--- src/rtl/tcdm_bank_responder.sv ---
// TCDM responder on a single-port SRAM bank with atomics; reads/writes respond 2 cycles after accept, atomics add one write-back cycle.
// A credit counter caps outstanding requests at the response FIFO depth, so response back-pressure stalls req_ready_o and never drops read data.
module tcdm_bank_responder #(
  parameter int unsigned DataWidth = 32,
  parameter int unsigned AddrWidth = 8,
  parameter int unsigned MetaWidth = 8,
  parameter int unsigned RespDepth = 2
) (
  input  logic                   clk_i,
  input  logic                   rst_i,
  input  logic                   req_valid_i,
  output logic                   req_ready_o,
  input  logic [AddrWidth-1:0]   req_addr_i,
  input  logic                   req_wen_i,
  input  logic [DataWidth/8-1:0] req_be_i,
  input  logic [DataWidth-1:0]   req_wdata_i,
  input  logic [2:0]             req_amo_i,
  input  logic [MetaWidth-1:0]   req_meta_i,
  output logic                   resp_valid_o,
  input  logic                   resp_ready_i,
  output logic [DataWidth-1:0]   resp_rdata_o,
  output logic [MetaWidth-1:0]   resp_meta_o,
  output logic                   bank_req_o,
  output logic                   bank_we_o,
  output logic [AddrWidth-1:0]   bank_addr_o,
  output logic [DataWidth/8-1:0] bank_be_o,
  output logic [DataWidth-1:0]   bank_wdata_o,
  input  logic [DataWidth-1:0]   bank_rdata_i
);

  localparam int unsigned BeWidth  = DataWidth / 8;
  localparam int unsigned PtrWidth = (RespDepth > 1) ? $clog2(RespDepth) : 1;
  localparam int unsigned CntWidth = $clog2(RespDepth + 1);

  localparam logic [2:0] AmoSwap = 3'd1;
  localparam logic [2:0] AmoAdd  = 3'd2;
  localparam logic [2:0] AmoAnd  = 3'd3;
  localparam logic [2:0] AmoOr   = 3'd4;
  localparam logic [2:0] AmoXor  = 3'd5;

  typedef enum logic {
    IDLE   = 1'b0,
    AMO_WB = 1'b1
  } state_e;

  state_e                state_q, state_d;
  logic [CntWidth-1:0]   outstanding_q, outstanding_d;
  logic [AddrWidth-1:0]  amo_addr_q, amo_addr_d;
  logic [DataWidth-1:0]  amo_operand_q, amo_operand_d;
  logic [2:0]            amo_op_q, amo_op_d;
  logic [MetaWidth-1:0]  amo_meta_q, amo_meta_d;
  logic                  pipe_vld_q, pipe_vld_d;
  logic                  pipe_wr_q, pipe_wr_d;
  logic [MetaWidth-1:0]  pipe_meta_q, pipe_meta_d;
  logic [DataWidth-1:0]  fifo_data_q [RespDepth];
  logic [DataWidth-1:0]  fifo_data_d [RespDepth];
  logic [MetaWidth-1:0]  fifo_meta_q [RespDepth];
  logic [MetaWidth-1:0]  fifo_meta_d [RespDepth];
  logic [PtrWidth-1:0]   wr_ptr_q, wr_ptr_d;
  logic [PtrWidth-1:0]   rd_ptr_q, rd_ptr_d;
  logic [CntWidth-1:0]   fifo_cnt_q, fifo_cnt_d;

  logic                  resp_vld;
  logic                  pop;
  logic                  accept;
  logic                  is_amo;
  logic                  push;
  logic [DataWidth-1:0]  push_data;
  logic [MetaWidth-1:0]  push_meta;
  logic [DataWidth-1:0]  amo_result;

  function automatic logic [PtrWidth-1:0] ptr_inc(input logic [PtrWidth-1:0] p);
    return (p == PtrWidth'(RespDepth - 1)) ? '0 : p + 1'b1;
  endfunction

  assign resp_vld     = (fifo_cnt_q != '0);
  assign resp_valid_o = resp_vld;
  assign resp_rdata_o = resp_vld ? fifo_data_q[rd_ptr_q] : '0;
  assign resp_meta_o  = resp_vld ? fifo_meta_q[rd_ptr_q] : '0;
  assign pop          = resp_vld && resp_ready_i;

  // A pop in the same cycle frees a credit, keeping full throughput at depth 2.
  assign req_ready_o = !rst_i && (state_q == IDLE) &&
                       ((outstanding_q < CntWidth'(RespDepth)) || pop);
  assign accept      = req_valid_i && req_ready_o;
  assign is_amo      = (req_amo_i != 3'd0);

  always_comb begin
    amo_result = bank_rdata_i;
    case (amo_op_q)
      AmoSwap: amo_result = amo_operand_q;
      AmoAdd:  amo_result = bank_rdata_i + amo_operand_q;
      AmoAnd:  amo_result = bank_rdata_i & amo_operand_q;
      AmoOr:   amo_result = bank_rdata_i | amo_operand_q;
      AmoXor:  amo_result = bank_rdata_i ^ amo_operand_q;
      default: amo_result = bank_rdata_i;
    endcase
  end

  always_comb begin
    bank_req_o   = 1'b0;
    bank_we_o    = 1'b0;
    bank_addr_o  = '0;
    bank_be_o    = '0;
    bank_wdata_o = '0;
    if (state_q == AMO_WB) begin
      bank_req_o   = 1'b1;
      bank_we_o    = 1'b1;
      bank_addr_o  = amo_addr_q;
      bank_be_o    = {BeWidth{1'b1}};
      bank_wdata_o = amo_result;
    end else if (accept) begin
      bank_req_o  = 1'b1;
      bank_addr_o = req_addr_i;
      if (!is_amo && req_wen_i) begin
        bank_we_o    = 1'b1;
        bank_be_o    = req_be_i;
        bank_wdata_o = req_wdata_i;
      end
    end
  end

  // The write-back cycle and the read/write pipeline never push in the same cycle.
  assign push      = pipe_vld_q || (state_q == AMO_WB);
  assign push_data = ((state_q == AMO_WB) || !pipe_wr_q) ? bank_rdata_i : '0;
  assign push_meta = (state_q == AMO_WB) ? amo_meta_q : pipe_meta_q;

  always_comb begin
    state_d       = state_q;
    amo_addr_d    = amo_addr_q;
    amo_operand_d = amo_operand_q;
    amo_op_d      = amo_op_q;
    amo_meta_d    = amo_meta_q;
    if (state_q == AMO_WB) begin
      state_d = IDLE;
    end else if (accept && is_amo) begin
      state_d       = AMO_WB;
      amo_addr_d    = req_addr_i;
      amo_operand_d = req_wdata_i;
      amo_op_d      = req_amo_i;
      amo_meta_d    = req_meta_i;
    end

    pipe_vld_d  = accept && !is_amo;
    pipe_wr_d   = req_wen_i;
    pipe_meta_d = req_meta_i;

    outstanding_d = outstanding_q;
    if (accept && !pop) begin
      outstanding_d = outstanding_q + CntWidth'(1);
    end else if (!accept && pop) begin
      outstanding_d = outstanding_q - CntWidth'(1);
    end

    fifo_data_d = fifo_data_q;
    fifo_meta_d = fifo_meta_q;
    wr_ptr_d    = wr_ptr_q;
    rd_ptr_d    = rd_ptr_q;
    fifo_cnt_d  = fifo_cnt_q;
    if (push) begin
      fifo_data_d[wr_ptr_q] = push_data;
      fifo_meta_d[wr_ptr_q] = push_meta;
      wr_ptr_d              = ptr_inc(wr_ptr_q);
    end
    if (pop) begin
      rd_ptr_d = ptr_inc(rd_ptr_q);
    end
    if (push && !pop) begin
      fifo_cnt_d = fifo_cnt_q + CntWidth'(1);
    end else if (!push && pop) begin
      fifo_cnt_d = fifo_cnt_q - CntWidth'(1);
    end
  end

  always_ff @(posedge clk_i or posedge rst_i) begin
    if (rst_i) begin
      state_q       <= IDLE;
      outstanding_q <= '0;
      amo_addr_q    <= '0;
      amo_operand_q <= '0;
      amo_op_q      <= '0;
      amo_meta_q    <= '0;
      pipe_vld_q    <= 1'b0;
      pipe_wr_q     <= 1'b0;
      pipe_meta_q   <= '0;
      wr_ptr_q      <= '0;
      rd_ptr_q      <= '0;
      fifo_cnt_q    <= '0;
      for (int i = 0; i < RespDepth; i++) begin
        fifo_data_q[i] <= '0;
        fifo_meta_q[i] <= '0;
      end
    end else begin
      state_q       <= state_d;
      outstanding_q <= outstanding_d;
      amo_addr_q    <= amo_addr_d;
      amo_operand_q <= amo_operand_d;
      amo_op_q      <= amo_op_d;
      amo_meta_q    <= amo_meta_d;
      pipe_vld_q    <= pipe_vld_d;
      pipe_wr_q     <= pipe_wr_d;
      pipe_meta_q   <= pipe_meta_d;
      wr_ptr_q      <= wr_ptr_d;
      rd_ptr_q      <= rd_ptr_d;
      fifo_cnt_q    <= fifo_cnt_d;
      fifo_data_q   <= fifo_data_d;
      fifo_meta_q   <= fifo_meta_d;
    end
  end

  assert property (@(posedge clk_i) disable iff (rst_i)
    !(push && !pop && (fifo_cnt_q == CntWidth'(RespDepth))));

endmodule
--- config.mk ---
export PLATFORM = sky130hd
export DESIGN_NAME = tcdm_bank_responder
export DESIGN_NICKNAME = d
export VERILOG_FILES = /design/src/rtl/tcdm_bank_responder.sv
export SDC_FILE = /design/constraint.sdc
export NUM_CORES = 1
export LEC_CHECK = 0
export CAP_MARGIN = 25
export CORE_ASPECT_RATIO = 0.9
export CORE_UTILIZATION = 30
export DETAILED_ROUTE_END_ITERATION = 8
export HOLD_SLACK_MARGIN = 0.12
export SLEW_MARGIN = 20
export SYNTH_ARGS = -nofsm -noshare
export SYNTH_HDL_FRONTEND = slang
export SYNTH_SLANG_ARGS = --single-unit
--- constraint.sdc ---
create_clock -name clk_i -period 4.95 [get_ports clk_i]
set_clock_uncertainty 0.05 [all_clocks]
set_input_delay 1.2375 -clock clk_i [delete_from_list [all_inputs] [get_ports clk_i]]
set_output_delay 1.2375 -clock clk_i [all_outputs]
set_load 0.03 [all_outputs]
==> impl_metrics.csv, run 1 <==
group,metric,value,unit
floorplanning,num_rows,64,
setup_path,ff2ff_setup_slack,2.09,ns
timing,final_max_slew_viol_count,0,
global_route,grt_pass1_wl,61500,µm
detailed_routing,firstDrtPassIters,5,
timing,rsz0062_at_grt,"yes",
power_and_ir_drop,power.density,654,nW/µm²
yosys,yosysMostFrequentCell,"nand2_1",
clock_network,cts_tree,"built",
floorplanning,die_w,200,µm
timing,max_freq,204,MHz
yosys,async_flop_share,1.00,
power_and_ir_drop,p_leak,7.13,nW
setup_path,cpMostUsedCell,"buf_4",
timing,slew_headroom,0.361,
final_layout,final_nets,1795,
detailed_routing,drt-initial-drc-count,1097,
final_layout,utilization,0.454,
yosys,syn_inst,1351,
flow_run,max_cap_viol_count,0,
yosys,ys_top_cells_by_count,"nand2_1 (278), dfrtp_1 (148), o21ai_0 (121), nor2_1 (95), a21oi_1 (92)",
setup_path,endpoint_kind,"primary output",
setup_path,crit_path_start,"bank_rdata_i[6]",
yosys,synth-main-ff-cell,"dfrtp_1",
placement,io_buffers,179,
power_and_ir_drop,pwr-share-comb,0.651,
yosys,syn_nets,1510,
yosys,syn_area,10600,µm²
clock_network,clock_sinks,148,
setup_path,cp-start-kind,"input port",
floorplanning,coreArea,34400,µm²
power_and_ir_drop,swShare,0.474,
yosys,synth_top_area_cell,"dfrtp_1",
setup_path,r2r-start,"state_q$_DFF_PP0_",
status,outcome,"completed",
floorplanning,die_y,180,µm
power_and_ir_drop,ir_drop,0.367,mV
power_and_ir_drop,pwr-share-seq,0.216,
timing,setup_viol_count_final,0,
power_and_ir_drop,clock_power_share,0.133,
timing,hold_viol,0,
floorplanning,pin_count,180,
global_route,grt-ovfl-total,0,
timing,tightest_slew,0.959,ns
yosys,synth_cell_types,61,
yosys,ys_seq_elements,148,
setup_path,cp_cell_sequence,"clkdlybuf4s50_1 > inv_1 > ha_4 > buf_4 > nand2_1 > a211o_1 > buf_6 > a21oi_4 > nor2_2 > xor2_1 > o21ai_1 > buf_4 > buf_12",
setup_path,worstSetupPathType,"in -> out",
detailed_routing,drc_errors,0,
yosys,yosysWarnings,0,
setup_path,reg2reg_depth,5,
detailed_routing,vias,10902,
global_route,grt_pass1_vias,10790,
placement,hpwl,27900,µm
global_route,antenna_found_initial,4,
power_and_ir_drop,p_switching,4.83,mW
clock_network,root_buffer,"clkbuf_16",
timing,period_share,0.991,
clock_network,cts_buffer_depth,2,
clock_network,htree_levels,4,
setup_path,cp_max_fo,5,
detailed_routing,viasPerCell,5.15,
yosys,synth-edff-count,0,
setup_path,critPathArrivalTime,3.62,ns
floorplanning,die-area,36000,µm²
hold_path,min_path_cells,2,
global_route,grt_max_degree,83,
global_route,grt_usage,0.221,
setup_path,path_buf_inv,6,
setup_path,cpMaxStageDelayCell,"clkdlybuf4s50_1",
placement,placed_area,14200,µm²
timing,post-route-min-period,4.90,ns
final_layout,area_delta_synth_final,47.5,%
yosys,yosys.area.top_type_share,0.350,
setup_path,crit_required,3.66,ns
floorplanning,start_util,0.308,
clock_network,cts_made_buffers,17,
detailed_routing,wirelength,39700,µm
yosys,seq_area_frac_synth,0.350,
detailed_routing,antenna_left,0,
final_layout,drive_gt1_frac,0.233,
hold_path,hold_class,"reg -> reg",
placement,place_congestion,0.902,
setup_path,max_stage_delay,0.47,ns
clock_network,clkLatencyLatePin,0.44,ns
final_layout,final_cell_area,15600,µm²
setup_path,cp.depth,13,
detailed_routing,wl_per_cell,18.8,µm
clock_network,cts.clk_slew.worst_paths,0.07,ns
setup_path,reg2reg_to,"fifo_data_q[45]$_DFFE_PP0P_",
setup_path,crit_family,"buffers and inverters",
setup_path,crit_end,"bank_wdata_o[17]",
yosys,synth.area.top_cells,"dfrtp_1 (35%), nand2_1 (9.9%), ha_1 (7.8%)",
power_and_ir_drop,p_int,5.36,mW
yosys,syn_avg_cell_area,7.83,µm²
-- layout by cell type, fill, tap and decap left out, types with 25 or more instances in the layout --
master | netlist | final
mux2i_1 | 76 | 75
ha_1 | 66 | 34
nor2_1 | 95 | 90
nand2_1 | 278 | 276
ha_4 | 0 | 25
buf_4 | 0 | 194
o21ai_1 | 56 | 57
o21ai_0 | 121 | 113
a21oi_1 | 92 | 70
dfrtp_1 | 148 | 145
clkdlybuf4s50_1 | 0 | 107
inv_1 | 84 | 72
buf_12 | 0 | 34
-- layer usage --
layer	track usage	vias to the layer above	wire, µm
li1	-	5225	-
met1	0.319	5222	19100
met2	0.328	392	17000
met3	0.0503	59	2790
met4	0.0574	4	801
met5	0	-	26
-- logic make-up (layout without fill, tap and decap cells) --
group,after synthesis,after routing,share of synthesized area
and+or+nand+nor,447,447,0.176
AOI/OAI and AO/OA,398,398,0.227
buffers and inverters,184,482,0.0681
DFF,148,148,0.350
muxes,77,77,0.0733
adders and majority gates,67,67,0.0800
xor gates and xnor gates,30,30,0.0248
other,0,5,0
-- worst reg2reg max path: cells and delay by family, from the launching register on --
kind            cells  cell delay (ns)
buf+inv             2             0.92
simple gates        2             0.85
flops               1             0.69
compound gates      1             0.20
-- layout make-up --
type                    count  area [µm²]
diodes                      5        12.5
clock buffers              17         425
clock inverters            15         181
fillers                  3307       18800
inverters                  86         329
multi-input cells        1019        6860
flip-flops and latches    148        3710
well taps                 462         578
repair buffers            364        3500
-- registers in the layout (all words and copies together), names as in the netlist, 3 cells and up --
register,cells
fifo_meta_q,16
fifo_data_q,64
pipe_meta_q,8
amo_meta_q,8
amo_operand_q,32
amo_op_q,3
amo_addr_q,8
-- how the worst min path moves through the flow --
stage | from | end | slack, ns
after floorplan | outstanding_q[1]$_DFFE_PP0P_ | outstanding_q[1]$_DFFE_PP0P_ | 0.39
after global placement | amo_meta_q[7]$_DFFE_PP0P_ | amo_meta_q[7]$_DFFE_PP0P_ | 0.41
after detailed placement | amo_meta_q[3]$_DFFE_PP0P_ | amo_meta_q[3]$_DFFE_PP0P_ | 0.41
after CTS | outstanding_q[1]$_DFFE_PP0P_ | outstanding_q[1]$_DFFE_PP0P_ | 0.43
after global routing | fifo_data_q[57]$_DFFE_PP0P_ | fifo_data_q[57]$_DFFE_PP0P_ | 0.44
final | fifo_data_q[40]$_DFFE_PP0P_ | fifo_data_q[40]$_DFFE_PP0P_ | 0.43
-- metrics by stage --
stage | hold WS, ns | TNS, ns | power (mW) | setup WS (ns) | std cells
after floorplan | 0.392 | 0 | 5.70 | 0.116 | 1351
after global placement | 0.408 | -6.22 | 8.07 | -0.482 | 2064
after detailed placement | 0.413 | -6.28 | 8.18 | -0.466 | 2064
after CTS | 0.426 | 0 | 9.97 | 0.00339 | 2107
after global routing | 0.444 | -0.0271 | 10.9 | -0.0170 | 2111
final | 0.428 | 0 | 10.2 | 0.0457 | 2116
-- power by group through the flow --
stage	clock [mW]	combinational [mW]	sequential [mW]
3_5_place_dp	0	5.96	2.21
5_1_grt	1.43	7.18	2.28
2_1_floorplan	0	3.70	2.00
6_report	1.36	6.63	2.21
3_3_place_gp	0	5.88	2.18
4_1_cts	1.38	6.40	2.19
-- what timing repair did --
item | 4_1_cts | 5_1_grt
buffers inserted | 14 | 4
hold buffers | 0 | 0
cloned | 0 | 0
resized for setup | 111 | 59
pin swaps | 39 | 35
setup endpoints to repair | 23 | 21
Note: power is estimated with default switching activity, not from simulation.
==> inputs of run 2 (changes only) <==
--- a/config.mk
+++ b/config.mk
@@ -7,6 +7,7 @@
 export LEC_CHECK = 0
 export CAP_MARGIN = 25
 export CORE_ASPECT_RATIO = 0.9
+export CORE_MARGIN = 1.5
 export CORE_UTILIZATION = 30
 export DETAILED_ROUTE_END_ITERATION = 8
 export HOLD_SLACK_MARGIN = 0.12
==> constraint.sdc (replaced) <==
create_clock -name clk_i -period 5.6 [get_ports clk_i]
set_clock_uncertainty 0.05 [all_clocks]
set_input_delay 1.4 -clock clk_i [delete_from_list [all_inputs] [get_ports clk_i]]
set_output_delay 1.4 -clock clk_i [all_outputs]
set_load 0.03 [all_outputs]
==> run 2 against run 1 <==
- non-clock buffer count fell by 67
- core utilization down 3.6 points
- wire length is 5.5% lower
- clock power is 13% lower
- register-to-register slack gained 0.12 ns
- critical path depth shrank 1
- final area fell by 6.5%
- sequential power is 13% lower
- critical path type unchanged
- combinational power decreased by 21%
- cell count is 2.9% lower
- largest power group unchanged
- count of clock-buffer cells in the layout unchanged
- hold slack got worse by 0.0018 ns
==> impl_metrics.csv, run 2 (synthesized netlist as in run 1, its figures left out) <==
group,metric,value,unit
setup_path,critPathArrivalTime,4.10,ns
timing,period_share,0.992,
global_route,grt_pass1_vias,10080,
final_layout,final_nets,1728,
hold_path,hold_class,"reg -> reg",
global_route,grt-ovfl-total,0,
placement,io_buffers,179,
timing,max_freq,180,MHz
power_and_ir_drop,totalPowerFinal,8.33,mW
detailed_routing,viasPerCell,5.08,
detailed_routing,wl_per_cell,18.3,µm
flow_run,max_cap_viol_count,0,
timing,rsz0062_at_grt,"yes",
global_route,grt_pass1_wl,58300,µm
global_route,antenna_found_initial,2,
detailed_routing,wirelength,37500,µm
detailed_routing,firstDrtPassIters,5,
floorplanning,coreArea,34900,µm²
setup_path,cpMostUsedCell,"buf_4",
final_layout,largest_reg_flops,64,
floorplanning,die-area,36400,µm²
timing,setup_viol_count_final,0,
detailed_routing,drc_errors,0,
final_layout,final_cell_area,14600,µm²
setup_path,ff2ff_setup_slack,2.21,ns
final_layout,layout_commonest_cell,"nand2_1",
power_and_ir_drop,power.density,571,nW/µm²
floorplanning,die_w,201,µm
setup_path,cp-start-kind,"input port",
setup_path,worstSetupPathType,"in -> out",
detailed_routing,antenna_left,0,
floorplanning,die_y,181,µm
clock_network,cts.clk_slew.worst_paths,0.07,ns
clock_network,cts_buffer_depth,2,
placement,place_congestion,0.905,
clock_network,root_buffer,"clkbuf_16",
timing,hold_viol,0,
final_layout,final_cell_mix,"nand2_1 (277), dfrtp_1 (145), clkdlybuf4s50_1 (138), buf_4 (122), o21ai_0 (114)",
final_layout,regMostFlops,"fifo_data_q",
placement,hpwl,27400,µm
global_route,grt_max_degree,93,
setup_path,path_buf_inv,5,
timing,post-route-min-period,5.55,ns
detailed_routing,vias,10435,
final_layout,area_delta_synth_final,37.9,%
power_and_ir_drop,ir_drop,0.296,mV
global_route,grt_usage,0.205,
timing,final_max_slew_viol_count,0,
timing,tightest_slew,0.945,ns
final_layout,drive_gt1_frac,0.153,
clock_network,cts_tree,"built",
clock_network,postCtsHoldBufs,0,
power_and_ir_drop,p_leak,6.73,nW
final_layout,top_regs,"fifo_data_q x64, amo_operand_q x32, fifo_meta_q x16",
floorplanning,num_rows,65,
setup_path,cp_cell_sequence,"clkdlybuf4s50_1 > inv_1 > ha_1 > nand4_1 > or4_1 > o221ai_1 > a211oi_1 > buf_4 > mux2i_1 > o21ai_1 > buf_4 > buf_12",
floorplanning,start_util,0.303,
timing,slew_headroom,0.370,
setup_path,endpoint_kind,"primary output",
placement,placed_area,13800,µm²
clock_network,cts_made_buffers,17,
detailed_routing,drt-initial-drc-count,984,
clock_network,clock_sinks,148,
clock_network,clkLatencyLatePin,0.44,ns
floorplanning,pin_count,180,
clock_network,htree_levels,4,
setup_path,crit_required,4.15,ns
setup_path,max_stage_delay,0.62,ns
setup_path,crit_family,"buffers and inverters",
setup_path,cp_max_fo,4,
timing,fin_tns_setup,0,ns
setup_path,cpMaxStageDelayCell,"clkdlybuf4s50_1",
status,outcome,"completed",
final_layout,utilization,0.418,
-- run 2: cell count changes in the layout (fill, tap and decap cells not counted), sizes merged --
cell           before  now
clkinvlp            3    0
dlymetal6s2s        5    4
clkdlybuf4s50     107  138
buf               230  155
dlygate4sd2        18    0
clkbuf             19   17
clkdlybuf4s15       2    0
inv                92   93
diode               5    3
clkinv              6    8
-- run 2: path summary, 6_finish.rpt --
| kind | end | cells after the start | start |
|---|---|---|---|
| max | bank_wdata_o[31] | 12 | bank_rdata_i[21] |
| max in group asynchronous | fifo_data_q[20]$_DFFE_PP0P_ | 3 | rst_i |
| min in group asynchronous | amo_addr_q[6]$_DFFE_PP0P_ | 2 | rst_i |
| min | amo_meta_q[4]$_DFFE_PP0P_ | 2 | amo_meta_q[4]$_DFFE_PP0P_ |
| max reg2reg | amo_operand_q[14]$_DFFE_PP0P_ | 7 | state_q$_DFF_PP0_ |
| min reg2reg | amo_meta_q[4]$_DFFE_PP0P_ | 2 | amo_meta_q[4]$_DFFE_PP0P_ |
-- run 2: cell type report --
cell class,instances,area (µm²)
Clock inverter,15,184
Inverter,86,330
Tap cell,469,587
Antenna cell,3,7.51
Clock buffer,17,425
Fill cell,3509,20300
Sequential cell,148,3710
Multi-Input combinational cell,1019,6330
Timing Repair Buffer,297,3020
-- run 2: metrics by stage --
step | cells | hold slack [ns] | setup slack [ns]
global route | 2052 | 0.444 | -0.0814
global placement | 2015 | 0.408 | -0.184
CTS | 2047 | 0.428 | 0.00282
finish | 2054 | 0.427 | 0.0476
floorplan | 1351 | 0.392 | 0.170
detailed placement | 2015 | 0.408 | -0.198
-- run 2: repair_timing --
action,in CTS,in global routing
setup buffers,0,3
gates resized for setup,12,35
setup endpoints to repair,14,18
pin swaps,2,12
-- run 2: report_power, final --
| part | leakage (nW) | switching (mW) | internal, mW |
|---|---|---|---|
| registers | 1.86 | 0.380 | 1.54 |
| clock network | 0.295 | 0.581 | 0.606 |
| logic | 4.57 | 3.01 | 2.21 |
| total | 6.73 | 3.97 | 4.36 |
-- run 2: worst register-to-register path: cells and delay by family (launching register included) --
kind | cells | cell delay [ns]
AO/OA/AOI/OAI | 2 | 0.58
flip-flops | 1 | 0.69
AND/OR/NAND/NOR | 3 | 0.91
buffers and inverters | 2 | 1.07
-- run 2: metal layers --
layer  GRT usage  vias to the layer above  share of wire
li1            -                     5094              -
met4      0.0541                        0          0.015
met3      0.0375                       37          0.059
met2       0.299                      357           0.42
met1       0.308                     4947           0.50
met5           0                        -              0
